<file path="config.mk">
export PLATFORM = sky130hd
export DESIGN_NAME = uart_tx_framed
export DESIGN_NICKNAME = d
export VERILOG_FILES = /design/src/rtl/uart_tx_framed.sv
export SDC_FILE = /design/constraint.sdc
export NUM_CORES = 1
export LEC_CHECK = 0
export ABC_AREA = 0
export BUFFER_PORTS_ARGS = -buffer_cell sky130_fd_sc_hd__buf_2
export CAP_MARGIN = 40
export CORE_ASPECT_RATIO = 0.7
export CORE_UTILIZATION = 50
export CTS_CLUSTER_SIZE = 12
export DETAILED_ROUTE_END_ITERATION = 10
export PLACE_DENSITY = 0.68
export REMOVE_ABC_BUFFERS = 1
export SLEW_MARGIN = 10
export SYNTH_ARGS = -nofsm -noshare
export SYNTH_HDL_FRONTEND = slang
export SYNTH_SLANG_ARGS = --single-unit
</file>
<file path="constraint.sdc">
create_clock -name clk -period 7.7 [get_ports clk]
set_input_delay 1.54 -clock clk [delete_from_list [all_inputs] [get_ports clk]]
set_output_delay 1.54 -clock clk [all_outputs]
set_load 0.01 [all_outputs]
</file>
<file path="src/rtl/uart_tx_framed.sv">
// rtl/uart_tx_framed.sv - FIFO-buffered UART transmitter with optional parity and one or two stop bits
module uart_tx_framed #(
   parameter int DATA_WIDTH = 8,
   parameter int CLK_FREQ   = 100_000_000,
   parameter int BAUD_RATE  = 115200,
   parameter int PARITY     = 0,
   parameter int STOP_BITS  = 1,
   parameter int FIFO_DEPTH = 16
) (
   input  logic                        clk,
   input  logic                        rst,
   input  logic [DATA_WIDTH-1:0]       data,
   input  logic                        valid,
   output logic                        ready,
   output logic                        tx,
   output logic                        busy,
   output logic [$clog2(FIFO_DEPTH):0] fifo_count
);

   localparam int BIT_CYCLES = CLK_FREQ / BAUD_RATE;
   localparam int AW         = $clog2(FIFO_DEPTH);
   localparam int CNT_W      = AW + 1;
   localparam int CW         = (BIT_CYCLES > 1) ? $clog2(BIT_CYCLES) : 1;

   localparam logic [CNT_W-1:0] FULL_CNT  = CNT_W'(FIFO_DEPTH);
   localparam logic [CW-1:0]    LAST_TICK = CW'(BIT_CYCLES - 1);
   localparam logic [3:0]       LAST_DATA = 4'(DATA_WIDTH - 1);
   localparam logic [3:0]       LAST_STOP = 4'(STOP_BITS - 1);

   typedef enum logic [2:0] {
      ST_IDLE,
      ST_START,
      ST_DATA,
      ST_PARITY,
      ST_STOP
   } state_t;

   logic [DATA_WIDTH-1:0] mem [FIFO_DEPTH];
   logic [AW-1:0]         wr_ptr;
   logic [AW-1:0]         rd_ptr;
   logic [CNT_W-1:0]      count_q;

   state_t                state_q, state_d;
   logic [CW-1:0]         tick_q, tick_d;
   logic [3:0]            bit_q, bit_d;
   logic [DATA_WIDTH-1:0] shift_q, shift_d;
   logic                  par_q, par_d;
   logic                  tx_q, tx_d;

   logic                  push;
   logic                  pop;
   logic                  start_frame;
   logic                  bit_done;
   logic [DATA_WIDTH-1:0] head;
   logic                  head_par;

   // ready depends only on occupancy; writes are suppressed while in reset
   assign ready      = (count_q != FULL_CNT);
   assign push       = valid && ready && !rst;
   assign head       = mem[rd_ptr];
   assign head_par   = (PARITY == 2) ? ~(^head) : ^head;
   assign bit_done   = (tick_q == LAST_TICK);
   assign tx         = tx_q;
   assign busy       = (state_q != ST_IDLE) || (count_q != '0);
   assign fifo_count = count_q;

   // FIFO storage array, written on accepted words
   always_ff @(posedge clk) begin
      if (push) begin
         mem[wr_ptr] <= data;
      end
   end

   // FIFO pointers and occupancy; pointers wrap naturally at the power-of-2 depth
   always_ff @(posedge clk) begin
      if (rst) begin
         wr_ptr  <= '0;
         rd_ptr  <= '0;
         count_q <= '0;
      end else begin
         if (push) begin
            wr_ptr <= wr_ptr + AW'(1);
         end
         if (pop) begin
            rd_ptr <= rd_ptr + AW'(1);
         end
         case ({push, pop})
            2'b10:   count_q <= count_q + CNT_W'(1);
            2'b01:   count_q <= count_q - CNT_W'(1);
            default: count_q <= count_q;
         endcase
      end
   end

   // Frame state register, baud/bit counters, shift register and registered line
   always_ff @(posedge clk) begin
      if (rst) begin
         state_q <= ST_IDLE;
         tick_q  <= '0;
         bit_q   <= '0;
         shift_q <= '0;
         par_q   <= 1'b0;
         tx_q    <= 1'b1;
      end else begin
         state_q <= state_d;
         tick_q  <= tick_d;
         bit_q   <= bit_d;
         shift_q <= shift_d;
         par_q   <= par_d;
         tx_q    <= tx_d;
      end
   end

   // Next-state logic; tx_d is the value the line takes after this edge
   always_comb begin
      state_d     = state_q;
      tick_d      = tick_q + CW'(1);
      bit_d       = bit_q;
      shift_d     = shift_q;
      par_d       = par_q;
      tx_d        = tx_q;
      pop         = 1'b0;
      start_frame = 1'b0;

      case (state_q)
         ST_IDLE: begin
            tick_d = '0;
            tx_d   = 1'b1;
            if (count_q != '0) begin
               start_frame = 1'b1;
            end
         end
         ST_START: begin
            if (bit_done) begin
               tick_d  = '0;
               bit_d   = '0;
               state_d = ST_DATA;
               tx_d    = shift_q[0];
               shift_d = shift_q >> 1;
            end
         end
         ST_DATA: begin
            if (bit_done) begin
               tick_d = '0;
               if (bit_q == LAST_DATA) begin
                  bit_d = '0;
                  if (PARITY != 0) begin
                     state_d = ST_PARITY;
                     tx_d    = par_q;
                  end else begin
                     state_d = ST_STOP;
                     tx_d    = 1'b1;
                  end
               end else begin
                  bit_d   = bit_q + 4'd1;
                  tx_d    = shift_q[0];
                  shift_d = shift_q >> 1;
               end
            end
         end
         ST_PARITY: begin
            if (bit_done) begin
               tick_d  = '0;
               bit_d   = '0;
               state_d = ST_STOP;
               tx_d    = 1'b1;
            end
         end
         ST_STOP: begin
            if (bit_done) begin
               tick_d = '0;
               if (bit_q == LAST_STOP) begin
                  bit_d = '0;
                  if (count_q != '0) begin
                     start_frame = 1'b1;
                  end else begin
                     state_d = ST_IDLE;
                     tx_d    = 1'b1;
                  end
               end else begin
                  bit_d = bit_q + 4'd1;
                  tx_d  = 1'b1;
               end
            end
         end
         default: begin
            state_d = ST_IDLE;
            tick_d  = '0;
            bit_d   = '0;
            tx_d    = 1'b1;
         end
      endcase

      // Back-to-back frames share this path with the idle start: pop, latch, drive start bit
      if (start_frame) begin
         pop     = 1'b1;
         state_d = ST_START;
         tick_d  = '0;
         bit_d   = '0;
         shift_d = head;
         par_d   = head_par;
         tx_d    = 1'b0;
      end
   end

endmodule

</file>
# == Yosys cells after proc, flatten, opt, wreduce, memory -nomap -nowiden ==
# Memories as Yosys holds them, arrays and structs flattened. A register that Yosys moved wholly into a read port is not among the register bits.
# Cells that the tools add are included.
# totals
register_bits,39
mem_bits_rw,128
in_bits,11
elab_cells,103
memories,1
# classes
n_addsub,6
n_eq_ne,27
muxes,39
n_bitwise,2
reduce_logical,19
# memory_table
memory,words,word_bits,read_ports,rd_clocked_by_memory_dff,wr,line,source
mem,16,8,1,1,1,38,logic [DATA_WIDTH-1:0] mem [FIFO_DEPTH];
# op_table
cell,n
$mux 8,4
$mux 4,7
$ne 3x3->1 const B,8
$mux 3,7
$ne 2x2->1 const B,8
$pmux 4 s4,1
$pmux 8 s2,1
$reduce_and 8->1,2
$mux 1,15
$pmux 3 s5,1
$add 4x1->4 const B,3
$add 10x1->10 const B,1
$eq 10x10->1 const B,1
$pmux 5 s2,1
$reduce_and 4->1,2
$reduce_or 4->1,2
$eq 3x2->1 const B,2
$reduce_bool 3->1,2
$add 5x1->5 const B,1
$ne 5x5->1 const B,1
$reduce_and 5->1,1
$reduce_bool 5->1,1
$sub 5x1->5 const B,1
$eq 4x3->1 const B,1
other kinds (16),19

# == Longest topological paths before layout ==
# logic_depth
depth_word,8
depth_mapped,15
mapped_depth_nobuf,13

# == Worst setup path before layout ==
# OpenSTA, ideal clock, no wires.
# synth_timing
path_type,input -> register
from,in rst
to,"reg count_q[4], in the netlist fifo_count[4]"
arrival_ns,3.890
path_slack_ns,3.689
path_stages,12
n_path_buf,2
cell_sequence,clkbuf_1 > a211oi_1 > inv_1 > ha_1 > clkbuf_1 > xor2_1 > ha_1 > a211o_1 > nand2_1 > nand3b_1 > a31oi_1 > mux2_2
# synth_via
elab_chain_cells,4
# synth_rtl
element,line,source
from (decl),11,"input logic rst,"
$logic_not 1->1,59,assign push = valid && ready && !rst;
$logic_and 1x1->1,59,
$eq 2x1->1 or $eq 2x2->1 (tied branches),87,"case ({push, pop})"
$pmux 5 s2 or $reduce_bool 2->1 (tied branches),-,
to (signal assigned),88,2'b10: count_q <= count_q + CNT_W'(1);
to (signal assigned),89,2'b01: count_q <= count_q - CNT_W'(1);
to (signal assigned),90,default: count_q <= count_q;
to (decl),41,logic [CNT_W-1:0] count_q;
# Parallel ways exist; a longest one is shown, timed or not.
# A chain may end at the register's enable or synchronous reset.

# == Final worst setup path ==
# Ends and elaborated chain as after synthesis.

==> summary.md <==
| Metric | Value |
|---|---|
| Commonest cells post-synth | 128 x edfxtp_1, 48 x nor2_1, 43 x dfxtp_1, 25 x mux4_2, 18 x nand2_1 |
| Post-route setup TNS | 0 ns |
| Final Non-Filler Cells | 697 |
| Initial Util | 51.6% |
| Vias | 3971 |
| Asr flop ratio synth | 0% |
| Post-CTS Hold Buffers | 0 |
| Placed instance area | 7510 um2 |
| TritonCTS Sinks | 171 |
| Post-synth top area cell | edfxtp_1 |
| Crit path cell chain | buf_2 -> a211oi_1 -> inv_1 -> ha_1 -> xor2_1 -> ha_1 -> a211o_1 -> nand2_1 -> nand3b_1 -> a31oi_1 -> mux2_2 |
| Slew Limit Fails | 0 |
| Fin. Hold Viols | 0 |
| Final Instance Area | 8120 um2 |
| Htree depth | 4 |
| Row cnt | 36 |
| Share of cells above drive strength 1 | 21.3% |
| Pre-antenna DRT Iters | 5 |
| Highest net fanout along the worst path | 28 |
| Post-synth top area share | 53.0% |
| Die X | 146 um |
| Vias in the first global route | 3844 |
| Pin count of the biggest net entering global routing | 31 |
| CP endpoint kind | register |
| Top post-synthesis cells by area | edfxtp_1 53%, dfxtp_1 12%, mux4_2 7.8% |
| Io pins | 19 |
| DRC Markers | 0 |
| CP required | 8.02 ns |
| CTS tree | yes |
| Vias per inst | 5.70 |
| CP most frequent cell | ha_1 |
| DP Cell Count | 664 |
| R2r startpoint | tick_q[0] |
| Status | completed |
| Critical Path Source | rst |
| Unrepaired setup endpoints after global routing | no |
| Hold WC Path Type | register to register |
| Clk pin slew, worst setup/hold paths | 0.07 ns |
| Most common cell in the synthesized netlist | edfxtp_1 |
| Synth Flop Type | edfxtp_1 |
| Drt wl/cell | 19.7 um |
| Top delay family on crit path | compound AO/OA/AOI/OAI gates |
| Buf/Inv on CP | 2 |
| Placed wire-length estimate | 9030 um |
| Tightest hold margin | 0.462 ns |
| Final Skew | 0.00996 ns |
| CTS Buffer Depth | 2 |
| Antenna violations before repair | 0 |
| Synthesized flop and latch total | 171 |
| Maximum achievable frequency | 0.249 GHz |
| Synth unique cells | 64 |
| HP Start | tick_q[0] |
| PortBufs | 18 |
| CP peak stage delay | 0.63 ns |
| Post-Syn Instances | 470 |
| Final setup viols | 0 |
| Slew margin rel. | 36.0% |
| Max Cap Viol | 0 |
| DR iter-0 viols | 314 |
| CP Data Arrival Time | 4.33 ns |
| PnR worst setup slack | 3.69 ns |
| Fillers | 1073 |
| Slowest stage cell on the critical path | a211oi_1 |
| Startpoint types | primary input |
| Total CTS buffers | 17 |
| Pre-CTS setup slack | 3.21 ns |
| Minimum clock period | 4.01 ns |
| Inserted Diodes | 0 |
| Worst setup path class | primary input to register |
| Die area | 15000 um2 |
| Core area | 14100 um2 |
| Register area share after synthesis | 64.9% |
| Average cell area after synthesis | 15.4 um2 |
| R2R Setup Slk | 3.84 ns |
| Clock latency at the later pin of the worst-skew pair | 0.43 ns |
| RD Place Congestion | 0.842 |
| Final Util | 57.8% |
| Nets@finish | 517 |
| EDFF count, synth | 128 |
| CTS resizes | 0 |
| Synthesis-to-layout area growth | 12.1% |
| Pleak | 2.69 nW |
| Power Density | 320 nW/um2 |
| Total Routed Length | 13800 um |
| Least-Margin Pin Slew | 0.956 ns |
| Post-CTS setup repair buffer count | 0 |
| Clock Tree Root | clkbuf_16 |
| Syn. warnings | 0 |
| First-pass GRT wire length | 21500 um |
| Total global routing overflow | 0 |
| Gr usage total | 20.0% |
| Period utilization | 52.1% |
| Total power | 2.60 mW |
| Peak VDD IR | 0.000182 V |
| Post-Syn Area | 7250 um2 |
| Die span in y | 103 um |
| Final ANT Viol Nets | 0 |
[layout by cell type, fill, tap and decap left out, types with 7 or more instances in the layout]
cell type / count
xor2_1: 10
dfxtp_1: 42
nor3_1: 12
clkbuf_16: 17
mux4_1: 8
inv_1: 12
buf_4: 10
a21oi_1: 13
a22oi_1: 11
and3_1: 7
ha_1: 12
nand3_1: 12
xnor2_1: 7
nor2_1: 48
mux4_2: 25
buf_2: 18
nand2_1: 18
edfxtp_1: 128
[state kept, by name (all words and copies together), names as in the netlist, named ones only]
signal and flops:
shift_q 8, rd_ptr 4, tick_q 10, mem 128, bit_q 4, state_q 3
wr_ptr 4, fifo_count 5, tx 1
[final timing paths]
path,to,depth (start not counted)
worst max register to register,fifo_count[4],12
worst max-delay path,fifo_count[4],11
worst min register to register,tick_q[0],1
worst min-delay path,tick_q[0],1
[routing by layer]
metal | part of all wire [%] | GRT usage, % | wire length, um | vias up
li1 | - | - | - | 1861
met1 | 48 | 28.1 | 6590 | 2003
met2 | 46 | 31.0 | 6330 | 95
met3 | 4.9 | 4.69 | 678 | 12
met4 | 1.2 | 6.56 | 168 | 0
met5 | 0 | 0 | 0 | -
[worst reg2reg max path: stages, from the launching register on]
cell     delay (ns)
dfxtp_1        0.35
ha_1           0.23
nor3b_4        0.33
a41oi_4        0.18
nor3_4         0.83
ha_1           0.52
xor2_1         0.19
ha_1           0.21
nor2_1         0.06
nor3b_1        0.17
o21ai_0        0.11
a31oi_1        0.22
mux2_2         0.35
[power by group]
group / internal, mW / switching, mW / total [mW] / leakage [nW]
Combinational: 0.288 / 0.334 / 0.622 / 0.898
Clock: 0.464 / 0.391 / 0.855 / 0.291
Sequential: 1.05 / 0.0721 / 1.12 / 1.50
[final cells by class]
class | instances | area, um2 | share of cell area [%]
multi-input cells | 263 | 2350 | 28.9
flip-flops and latches | 171 | 4710 | 57.9
inverters | 12 | 45.0 | 0.555
well taps | 190 | 238 | 2.93
clock inverters | 15 | 176 | 2.17
repair buffers | 29 | 185 | 2.28
clock buffers | 17 | 425 | 5.24
[cell families after synthesis]
group / synth area share (%)
AO/OA/AOI/OAI: 5.08
XOR/XNOR: 2.05
adder cells (fa/ha/maj): 2.35
buffers and inverters: 2.71
flip-flops: 64.9
multiplexers: 11.8
AND/OR/NAND/NOR: 11.1
(Power assumes the default switching activity.)
